## config.mk

```make
export PLATFORM = sky130hd
export DESIGN_NAME = sc_stream_decoder
export DESIGN_NICKNAME = d
export VERILOG_FILES = /design/src/rtl/sc_stream_decoder.sv
export SDC_FILE = /design/constraint.sdc
export NUM_CORES = 1
export LEC_CHECK = 0
export ABC_AREA = 1
export CAP_MARGIN = 20
export CORE_UTILIZATION = 50
export CTS_CLUSTER_SIZE = 14
export DETAILED_ROUTE_END_ITERATION = 10
export PLACE_DENSITY_LB_ADDON = 0.2
export SYNTH_ARGS = -nofsm -noshare
export SYNTH_HDL_FRONTEND = slang
export SYNTH_SLANG_ARGS = --single-unit
export TNS_END_PERCENT = 30
```

## constraint.sdc

```tcl
create_clock -name clk -period 3 [get_ports clk]
set_input_delay 0.6 -clock clk [delete_from_list [all_inputs] [get_ports clk]]
set_output_delay 0.6 -clock clk [all_outputs]
set_load 0.02 [all_outputs]
```

## src/rtl/sc_stream_decoder.sv

```systemverilog
// -----------------------------------------------------------------------------
// sc_stream_decoder
//
// Purpose:
//   Receiving end of a 4-lane stochastic bitstream link. After a start in IDLE,
//   the decoder counts the ones on each lane over a window of 2**WIN_LOG2
//   accepted samples. It then publishes the four counts together with a
//   one-cycle done pulse.
//
// Configuration macro:
//   SC_DECODE_CONTINUOUS_EN
//     Undefined (default): single-shot. Each window needs a start in IDLE.
//     Defined:             after the first start, windows run back-to-back
//                          with no gap. Only rst returns the FSM to IDLE.
//
// Parameters:
//   WIN_LOG2  window length = 2**WIN_LOG2 accepted samples (2..16)
//   OUT_W     result width; holds 0..2**WIN_LOG2 inclusive
//
// Ports:
//   clk        in   1      rising-edge clock
//   rst        in   1      asynchronous active-high reset
//   start      in   1      begins a window when sampled in IDLE
//   bit_valid  in   1      lane bits valid this cycle (counted only in RUN)
//   bit_in     in   4      one stochastic bit per lane, lane i = bit_in[i]
//   dec0..3    out  OUT_W  ones-count of each lane for the last completed window
//   done       out  1      one-cycle pulse: dec0..dec3 updated this cycle
//   busy       out  1      high while in RUN
// -----------------------------------------------------------------------------
module sc_stream_decoder #(
    parameter int WIN_LOG2 = 8,
    parameter int OUT_W    = WIN_LOG2 + 1
) (
    input  logic             clk,
    input  logic             rst,
    input  logic             start,
    input  logic             bit_valid,
    input  logic [3:0]       bit_in,
    output logic [OUT_W-1:0] dec0,
    output logic [OUT_W-1:0] dec1,
    output logic [OUT_W-1:0] dec2,
    output logic [OUT_W-1:0] dec3,
    output logic             done,
    output logic             busy
);

    typedef enum logic {
        IDLE = 1'b0,
        RUN  = 1'b1
    } state_t;

    state_t                state_q, state_d;
    logic [WIN_LOG2-1:0]   samp_q,  samp_d;
    logic [OUT_W-1:0]      cnt_q [4];
    logic [OUT_W-1:0]      cnt_d [4];
    logic [OUT_W-1:0]      dec_q [4];
    logic [OUT_W-1:0]      dec_d [4];
    logic                  done_q,  done_d;

    // The window closes on the sample that finds the sample counter at its
    // all-ones value. The counter then wraps naturally to zero.
    logic last_sample;
    assign last_sample = (samp_q == {WIN_LOG2{1'b1}});

    always_comb begin
        state_d = state_q;
        samp_d  = samp_q;
        cnt_d   = cnt_q;
        dec_d   = dec_q;
        done_d  = 1'b0;

        unique case (state_q)
            IDLE: begin
                // Any bit_valid seen in the start cycle is deliberately not counted.
                if (start) begin
                    state_d = RUN;
                    samp_d  = '0;
                    for (int i = 0; i < 4; i++) cnt_d[i] = '0;
                end
            end
            RUN: begin
                if (bit_valid) begin
                    if (last_sample) begin
                        // Fold the final sample straight into the published result.
                        for (int i = 0; i < 4; i++) begin
                            dec_d[i] = cnt_q[i] + OUT_W'(bit_in[i]);
                            cnt_d[i] = '0;
                        end
                        samp_d = '0;
                        done_d = 1'b1;
`ifdef SC_DECODE_CONTINUOUS_EN
                        state_d = RUN;
`else
                        state_d = IDLE;
`endif
                    end else begin
                        for (int i = 0; i < 4; i++) begin
                            cnt_d[i] = cnt_q[i] + OUT_W'(bit_in[i]);
                        end
                        samp_d = samp_q + 1'b1;
                    end
                end
            end
            default: state_d = IDLE;
        endcase
    end

    always_ff @(posedge clk or posedge rst) begin
        if (rst) begin
            state_q <= IDLE;
            samp_q  <= '0;
            done_q  <= 1'b0;
            for (int i = 0; i < 4; i++) begin
                cnt_q[i] <= '0;
                dec_q[i] <= '0;
            end
        end else begin
            state_q <= state_d;
            samp_q  <= samp_d;
            done_q  <= done_d;
            cnt_q   <= cnt_d;
            dec_q   <= dec_d;
        end
    end

    assign dec0 = dec_q[0];
    assign dec1 = dec_q[1];
    assign dec2 = dec_q[2];
    assign dec3 = dec_q[3];
    assign done = done_q;
    assign busy = (state_q == RUN);

endmodule

```

---- Word-level counts from Yosys, hierarchy flattened ----
Index checks and enable logic that the tools add are counted.
storage, ports and cells
  flip-flop bits (word level) ............. 82
  bits in latches ......................... 0
  bits in writable memories ............... 0
  memory bits (read-only) ................. 0
  output and inout port bits .............. 38
  logic and storage cells ................. 37
  memories kept ........................... 0
cells by class
  add/sub/neg operators ................... 5
  multipliers ............................. 0
  divide/modulo/power cells ............... 0
  $lt $le $gt $ge ......................... 0
  equal/unequal tests ..................... 3
  shift operators ......................... 0
  mux-type cells .......................... 15
  bitwise gates (word level) .............. 1
  reductions and logical operators ........ 2
operator list
  kind                                           number
  two-way mux 36 bit                             3
  case mux 36 bit (2 select lines)               1
  adder 9 x 1 -> 9 bit                           4
  two-way mux 8 bit                              3
  case mux 8 bit (2 select lines)                1
  adder 8 x 1 -> 8 bit (second input constant)   1
  equality test 8 bit (second input constant)    1
  two-way mux 1 bit                              6
  inequality test 2 bit (second input constant)  2
  AND reduction 3 bit                            1
  case mux 1 bit (2 select lines)                1
  AND reduction 2 bit                            1
  NOT 1 bit                                      1

---- Logic depth before layout (Yosys ltp) ----
Gate-level depths: netlist of the first run.
  depth in word-level cells ............... 4
  gate-level depth with buffers ........... 9
  depth with buffers taken out ............ 9

---- Least setup slack after synthesis of the first run ----
No wires, ideal clock.
  kind .................................... input port to flip-flop
  from .................................... input bit_in[1]
  to ...................................... register dec_q (netlist bit dec1[8])
  arrival ................................. 1424 ps
  required time ........................... 2884 ps
  path slack .............................. 1460 ps
  cell stages on the path ................. 9
  path through ............................ ha_1 -> ha_1 -> nand2_1 -> nor2_1 -> nand3_1 -> nand2_1 -> nand2_1 -> nand2_1 -> nand2_1
between the ends
  word-level cells in the longest chain between the ends .. 1
ends and longest elaborated chain
  item                             RTL line  RTL
  from (decl)                      38        input logic [3:0] bit_in,
  adder 9 x 1 -> 9 bit             86        dec_d[i] = cnt_q[i] + OUT_W'(bit_in[i]);
  to (signal, indexed assignment)  115       dec_q[i] <= '0;
  to (signal assigned)             122       dec_q <= dec_d;
  to (decl)                        56        logic [OUT_W-1:0] dec_q [4];
Every way passes these cells.
A chain may end at the register's enable or synchronous reset.

---- Worst setup path in the final report of the first run ----
  from .................................... input bit_valid
  to ...................................... register dec_q (netlist bit dec2[4])
between the ends
  word-level cells in the longest chain between the ends .. 1
ends and longest elaborated chain
  item                           RTL line  RTL
  from (decl)                    37        input logic bit_valid,
  AND reduction 3 bit (no line)  --
Every way passes these cells.

==> results.md, run 1 <==
* Clock latency on the worst-skew pair at 340 ps
* Final critical-path required period at 2040 ps
* Crit path DAT at 2260 ps
* Fin Clk Skew at 8.01 ps
* Crit Reg-Reg Startpoint: samp_q[0]$_DFFE_PP0P_
* Vias after detailed routing at 3245
* Post-DR vias/cell at 4.92
* I/O Pins at 46
* CTS tree: built
* All-Layer GR Usage at 21.9%
* Clock Sinks at 82
* Switching Share at 29.5%
* Nature of the critical path endpoint: register
* Number of global-route vias before repair at 3296
* Post-route DRC at 0
* Total routed wirelength at 8.19 mm
* P&R area growth vs syn at 17.7%
* Final Hold Viols at 0
* Reg-to-reg critical path endpoint: dec2[4]$_DFFE_PP0P_
* Number of max-slew violations in the final report at 0
* Syn. warnings at 0
* Synth unique cells at 27
* Drt first pass iters at 5
* Status: finished clean
* Register area share after synthesis at 50.7%
* Starting density of the core at 52.1%
* Crit path kind: in2reg
* Setup TNS at 0 ps
* Hold Path Depth at 2
* Die Area at 8460 um^2
* Post-synthesis cell area at 4050 um^2
* P_sw at 800 uW
* DRT iter0 DRCs at 190
* Worst Hold Class: reg2reg
* Crit path launch type: input port
* Register share of total power at 51.5%
* Max clock buf depth at 2
* Core area at 7770 um^2
* Critical Path RT at 3220 ps
* Syn Nets at 524
* Clk network pwr share at 33.6%
* CTS root buffer: clkbuf_8
* CP Max Fanout at 30
* Critical hold path startpoint: dec1[2]$_DFFE_PP0P_
* Gate power share at 14.9%
* Layout cells sized above 1 at 6.64%
* Antenna violations before repair at 0
* Slew margin rel. at 50.3%
* Max Freq at 490 MHz
* Non-filler cells, final at 659
* Synth Instances at 506
* Max VDD drop at 0.000341 V
* Pwr dens at 569 nW/um^2
* Placed cell count at 643
* WL/cell at 12.4 um
* H-tree Lvls at 3
* Die W at 92.0 um
* Std-Cell Rows at 32
* RSZ-0062 raised after global routing: false
* Final setup vio count at 0
* Worst reg-to-reg path cell count at 7
* Worst slew pin tran at 745 ps
* First-pass GRT wire length at 14.7 mm
* Post-CTS Resized at 0
* Routability Congestion at 0.851
* Antenna Violating Nets Remaining at 0
* Pint at 1.91 mW
* Clk slew on worst S/H paths at 80 ps
* Reg2reg setup slack at 1060 ps
* Post-DP HPWL at 5.50 mm
* Max-cap violations at 0
* Leakage power total at 2.43 nW
* Hold EP: dec1[2]$_DFFE_PP0P_
* Setup repair bufs after CTS at 0
* Largest net degree at the start of global routing at 44
* Ant diodes at 0
* Fin crit share at 68.0%
* CTS Buf Count at 9
* #FFs+latches synth at 82
* Post-CTS Hold Fix Bufs at 0
* Nets at 570
* Port buffer count at 45
* Avg Cell Area, Syn at 8.00 um^2
* Grt ovf at 0
* Die H at 92.0 um
==> Yosys cell counts, drive strengths merged <==
library cell    n  area, um^2
o31ai           1        7.51
buf            13         118
nand2         257         975
dfrtp          82        2050
nand4           7        43.8
o21ai          32         183
o22ai           1        6.26
xor2            9        78.8
a21oi           1        5.00
a22o            1        8.76
clkbuf          1        5.00
inv            41         156
nand3          14        80.1
nor2           22        90.1
xnor2           6        52.6
nand3b          8        60.1
ha             10         125
==> worst max path at each step <==
stage / to / cells past startpoint / start / slack [ps]
2_1_floorplan: busy$_DFF_PP0_ / 1 / rst / 290
3_3_place_gp: dec2[3]$_DFFE_PP0P_ / 7 / bit_valid / 670
5_1_grt: dec2[3]$_DFFE_PP0P_ / 7 / bit_valid / 820
4_1_cts: dec2[4]$_DFFE_PP0P_ / 7 / bit_valid / 950
3_5_place_dp: dec2[3]$_DFFE_PP0P_ / 7 / bit_valid / 570
6_report: dec2[4]$_DFFE_PP0P_ / 7 / bit_valid / 960
==> area by class of cell <==
| cell class | count | area [um^2] |
|---|---|---|
| fillers | 677 | 3010 |
| flip-flops and latches | 82 | 2050 |
| multi-input cells | 369 | 1720 |
| repair buffers | 49 | 480 |
| inverters | 41 | 158 |
| clock buffers | 12 | 155 |
| well taps | 102 | 128 |
| clock inverters | 4 | 73.8 |
==> stage by stage <==
step	hold WS (ps)	setup WS [ps]	total power, mW	utilization (%)	cell area (um^2)
4_1_cts	490	948	2.73	61.3	4760
6_report	485	960	2.71	61.3	4760
5_1_grt	512	820	2.87	61.3	4760
3_3_place_gp	466	674	1.80	58.4	4530
3_5_place_dp	466	569	1.82	58.4	4530
2_1_floorplan	453	292	1.71	-	4050
==> cell usage in the layout (no fill, tap or decap), drive strengths merged <==
| cell | Yosys | layout |
|---|---|---|
| ha | 10 | 10 |
| clkdlybuf4s50 | 0 | 45 |
| clkinv | 0 | 3 |
| nand2 | 257 | 257 |
| o22ai | 1 | 1 |
| inv | 41 | 40 |
| a21oi | 1 | 1 |
| a22o | 1 | 1 |
| nand4 | 7 | 7 |
| dfrtp | 82 | 82 |
| o31ai | 1 | 1 |
| buf | 13 | 4 |
| o21ai | 32 | 32 |
| bufinv | 0 | 2 |
| nor2 | 22 | 22 |
| nand3 | 14 | 14 |
| clkbuf | 1 | 12 |
| xor2 | 9 | 9 |
| xnor2 | 6 | 6 |
| nand3b | 8 | 8 |
==> logic make-up (layout without fill, tap and decap cells) <==
group	Yosys count	in the layout	share of synthesized area [%]
DFF	82	82	50.7
AOI/OAI and AO/OA	36	36	5.20
adders and majority gates	10	10	3.09
and+or+nand+nor	308	308	30.9
xor gates and xnor gates	15	15	3.25
buffers and inverters	55	106	6.90
==> state kept, by name (all words and copies together) (netlist names) <==
name,count
samp_q,8
done,1
cnt_q,36
dec2,9
dec0,9
busy,1
dec3,9
dec1,9
==> critical path, cell delays in order <==
cell and delay [ps]:
clkdlybuf4s50_1 460, nand2_1 110, inv_2 140, nand3_2 370, buf_4 390, nand2_1 80
o21ai_0 80
==> routing by layer <==
layer	vias up	wire [um]	global-route usage, %
met5	-	0	0
li1	1654	-	-
met2	48	3880	36.1
met1	1539	3990	29.2
met4	0	55	7.29
met3	4	262	3.98
==> power groups by stage <==
| stage | Combinational [mW] | Sequential [mW] | Clock, mW |
|---|---|---|---|
| 2_1_floorplan | 0.332 | 1.38 | 0 |
| 3_3_place_gp | 0.394 | 1.41 | 0 |
| 3_5_place_dp | 0.408 | 1.41 | 0 |
| 4_1_cts | 0.410 | 1.39 | 0.924 |
| 5_1_grt | 0.485 | 1.42 | 0.968 |
| 6_report | 0.405 | 1.40 | 0.910 |
(Power assumes the default switching activity.)
==> run 2, diff against run 1 <==
==> constraint.sdc (replaced) <==
create_clock -name clk -period 1.7 [get_ports clk]
set_input_delay 0.34 -clock clk [delete_from_list [all_inputs] [get_ports clk]]
set_output_delay 0.34 -clock clk [all_outputs]
set_load 0.02 [all_outputs]
==> results.md, run 2 (same netlist as run 1, synthesis figures left out) <==
* Status: finished clean (unchanged)
* Post-route DRC at 0 (unchanged)
* Slowest stage cell on the critical path: clkdlybuf4s50_1 (unchanged)
* Slowest stage delay, CP at 610 ps (was 460 ps)
* Final critical-path required period at 1670 ps
* H-tree Lvls at 3 (unchanged)
* Clock Sinks at 82 (unchanged)
* Worst Hold Class: in2async (was reg2reg)
* First-pass GRT wire length at 14.2 mm (was 14.7 mm)
* Max Freq at 599 MHz
* Die W at 92.0 um (unchanged)
* CTS Buf Count at 9 (unchanged)
* P_sw at 1.43 mW (was 800 uW)
* CP Max Fanout at 2 (was 30)
* Cells along the critical path: clkdlybuf4s50_1 (was clkdlybuf4s50_1, nand2_1, inv_2, nand3_2, buf_4, nand2_1, o21ai_0)
* Gate power share at 15.7% (was 14.9%)
* Worst slew pin tran at 453 ps (was 745 ps)
* Placed cell area at 4670 um^2 (was 4530 um^2)
* Commonest non-fill, non-tap cell in the layout: nand2_1 (unchanged)
* Pwr dens at 977 nW/um^2 (was 569 nW/um^2)
* Worst reg-to-reg path cell count at 8 (was 7)
* Slew margin rel. at 69.8% (was 50.3%)
* Drt first pass iters at 4 (was 5)
* Commonest non-fill, non-tap cells in the layout: nand2_1 (255), dfrtp_1 (82), clkdlybuf4s50_1 (38) (was nand2_1 (255), dfrtp_1 (82), clkdlybuf4s50_1 (45))
* Sum of buffers and inverters on the critical path at 1 (was 3)
* Pint at 3.36 mW (was 1.91 mW)
* Biggest register: cnt_q (unchanged)
* Critical Path RT at 1360 ps (was 3220 ps)
* DRT iter0 DRCs at 170 (was 190)
* I/O Pins at 46 (unchanged)
* Ant diodes at 0 (unchanged)
* P&R area growth vs syn at 21.4% (was 17.7%)
* Setup repair bufs after CTS at 0 (unchanged)
* CTS root buffer: clkbuf_8 (unchanged)
* Crit Reg-Reg Startpoint: samp_q[0]$_DFFE_PP0P_ (unchanged)
* Post-route cell area at 4910 um^2 (was 4760 um^2)
* Fin crit share at 98.2%
* Vias after detailed routing at 3328 (was 3245)
* Grt ovf at 0 (unchanged)
* WL/cell at 11.9 um (was 12.4 um)
* Worst path depth at 1 (was 7)
* Post-DR vias/cell at 4.94 (was 4.92)
* Final core occ at 63.2% (was 61.3%)
* Std-Cell Rows at 32 (unchanged)
* Clock latency on the worst-skew pair at 350 ps (was 340 ps)
* Number of global-route vias before repair at 3315 (was 3296)
* Reg-to-reg critical path endpoint: cnt_q[34]$_DFFE_PP0P_ (was dec2[4]$_DFFE_PP0P_)
* RSZ-0062 raised after global routing: false (unchanged)
* Final setup vio count at 0 (unchanged)
* Core area at 7770 um^2 (unchanged)
* Reg2reg setup slack at 170 ps (was 1060 ps)
* Antenna violations before repair at 0 (unchanged)
* Fin Clk Skew at 14.7 ps (was 8.01 ps)
* Critical Path Sink: dec2[6] (was dec2[4]$_DFFE_PP0P_)
* Clk slew on worst S/H paths at 90 ps (was 80 ps)
* CTS tree: built (unchanged)
* Max VDD drop at 0.000594 V (was 0.000341 V)
* Crit path launch type: register (was input port)
* Antenna Violating Nets Remaining at 0 (unchanged)
* Nets at 585 (was 570)
* Port buffer count at 45 (unchanged)
* Die H at 92.0 um (unchanged)
* All-Layer GR Usage at 21.2% (was 21.9%)
* Critical Path Source: dec2[6]$_DFFE_PP0P_ (was bit_valid)
* Switching Share at 29.9% (was 29.5%)
* Fillers at 677 (unchanged)
* Cell family with most CP delay: buffers and inverters (unchanged)
* Max reg flops at 36 (unchanged)
* Setup TNS at 0 ps (unchanged)
* Max-cap violations at 0 (unchanged)
* Routability Congestion at 0.854 (was 0.851)
* Final Hold Viols at 0 (unchanged)
* Hold slack final at 428 ps (was 485 ps)
* Number of max-slew violations in the final report at 0 (unchanged)
* Leakage power total at 2.61 nW (was 2.43 nW)
* Crit path kind: reg2out (was in2reg)
* Register share of total power at 51.2% (was 51.5%)
* Die Area at 8460 um^2 (unchanged)
* Nature of the critical path endpoint: output port (was register)
* Max clock buf depth at 2 (unchanged)
* Clk network pwr share at 33.2% (was 33.6%)
* Largest net degree at the start of global routing at 83 (was 44)
* Layout cells sized above 1 at 9.44% (was 6.64%)
* Total routed wirelength at 8.03 mm (was 8.19 mm)
* Starting density of the core at 52.1% (unchanged)
* Post-DP HPWL at 5.45 mm (was 5.50 mm)
* Crit path DAT at 1330 ps (was 2260 ps)
==> run 2: cell types whose count changed in the layout (fill, tap and decap cells not counted), sizes merged <==
cell | before | now
dlymetal6s2s | 0 | 5
clkdlybuf4s50 | 45 | 38
dlygate4sd2 | 0 | 2
inv | 40 | 41
buf | 4 | 19
clkinvlp | 0 | 1
clkbuf | 12 | 10
==> run 2: worst register-to-register path, cell delays in order (launching register included) <==
cell and delay (ps):
dfrtp_1 420, ha_1 230, nand2_1 100, inv_1 100
nand3_2 140, nand2_4 70, inv_4 230, nand2_1 110
nand2_1 70
==> run 2: worst min path at each step <==
stage                           from                    end  slack, ps  depth (start not counted)
3_5_place_dp     dec1[2]$_DFFE_PP0P_    dec1[2]$_DFFE_PP0P_        460                          2
6_report                         rst    dec0[5]$_DFFE_PP0P_        430                          3
4_1_cts                          rst    dec0[5]$_DFFE_PP0P_        490                          3
3_3_place_gp     dec3[8]$_DFFE_PP0P_    dec3[8]$_DFFE_PP0P_        460                          2
2_1_floorplan  cnt_q[18]$_DFFE_PP0P_  cnt_q[18]$_DFFE_PP0P_        450                          2
5_1_grt                          rst    dec0[5]$_DFFE_PP0P_        500                          3
==> run 2: final cells by class <==
class	instances	area, um^2	area share (%)
inverters	41	160	3.26
flip-flops and latches	82	2050	41.8
well taps	102	128	2.60
clock inverters	6	87.6	1.78
clock buffers	10	138	2.80
repair buffers	64	628	12.8
multi-input cells	369	1720	35.0
==> run 2: power by group through the flow <==
stage	combinational [mW]	sequential [mW]	clock, mW
2_1_floorplan	0.587	2.43	0
3_3_place_gp	0.729	2.48	0
6_report	0.752	2.45	1.59
3_5_place_dp	0.760	2.49	0
4_1_cts	0.764	2.45	1.63
5_1_grt	0.883	2.51	1.68
==> run 2: timing repair <==
item | in CTS | in global routing
setup endpoints to repair | 2 | 6
hold buffers | 0 | 0
gates resized for setup | 2 | 6
pin swaps | 0 | 0
==> run 2: per-stage QoR <==
stage               setup WS [ps]  instances  total power [mW]
detailed placement           -163        658              3.25
global route                 1.85        674              5.07
finish                       31.4        674              4.80
global placement             -117        658              3.21
floorplan                     352        506              3.02
CTS                          1.21        674              4.84
==> run 2: layer usage <==
layer  global-route usage [%]  share of wire, %  up-vias
li1                         -                 -     1681
met1                     26.5                47     1595
met2                     36.7                49       44
met3                     2.90               2.7        8
met4                     8.85               1.6        0
met5                        0                 0        -
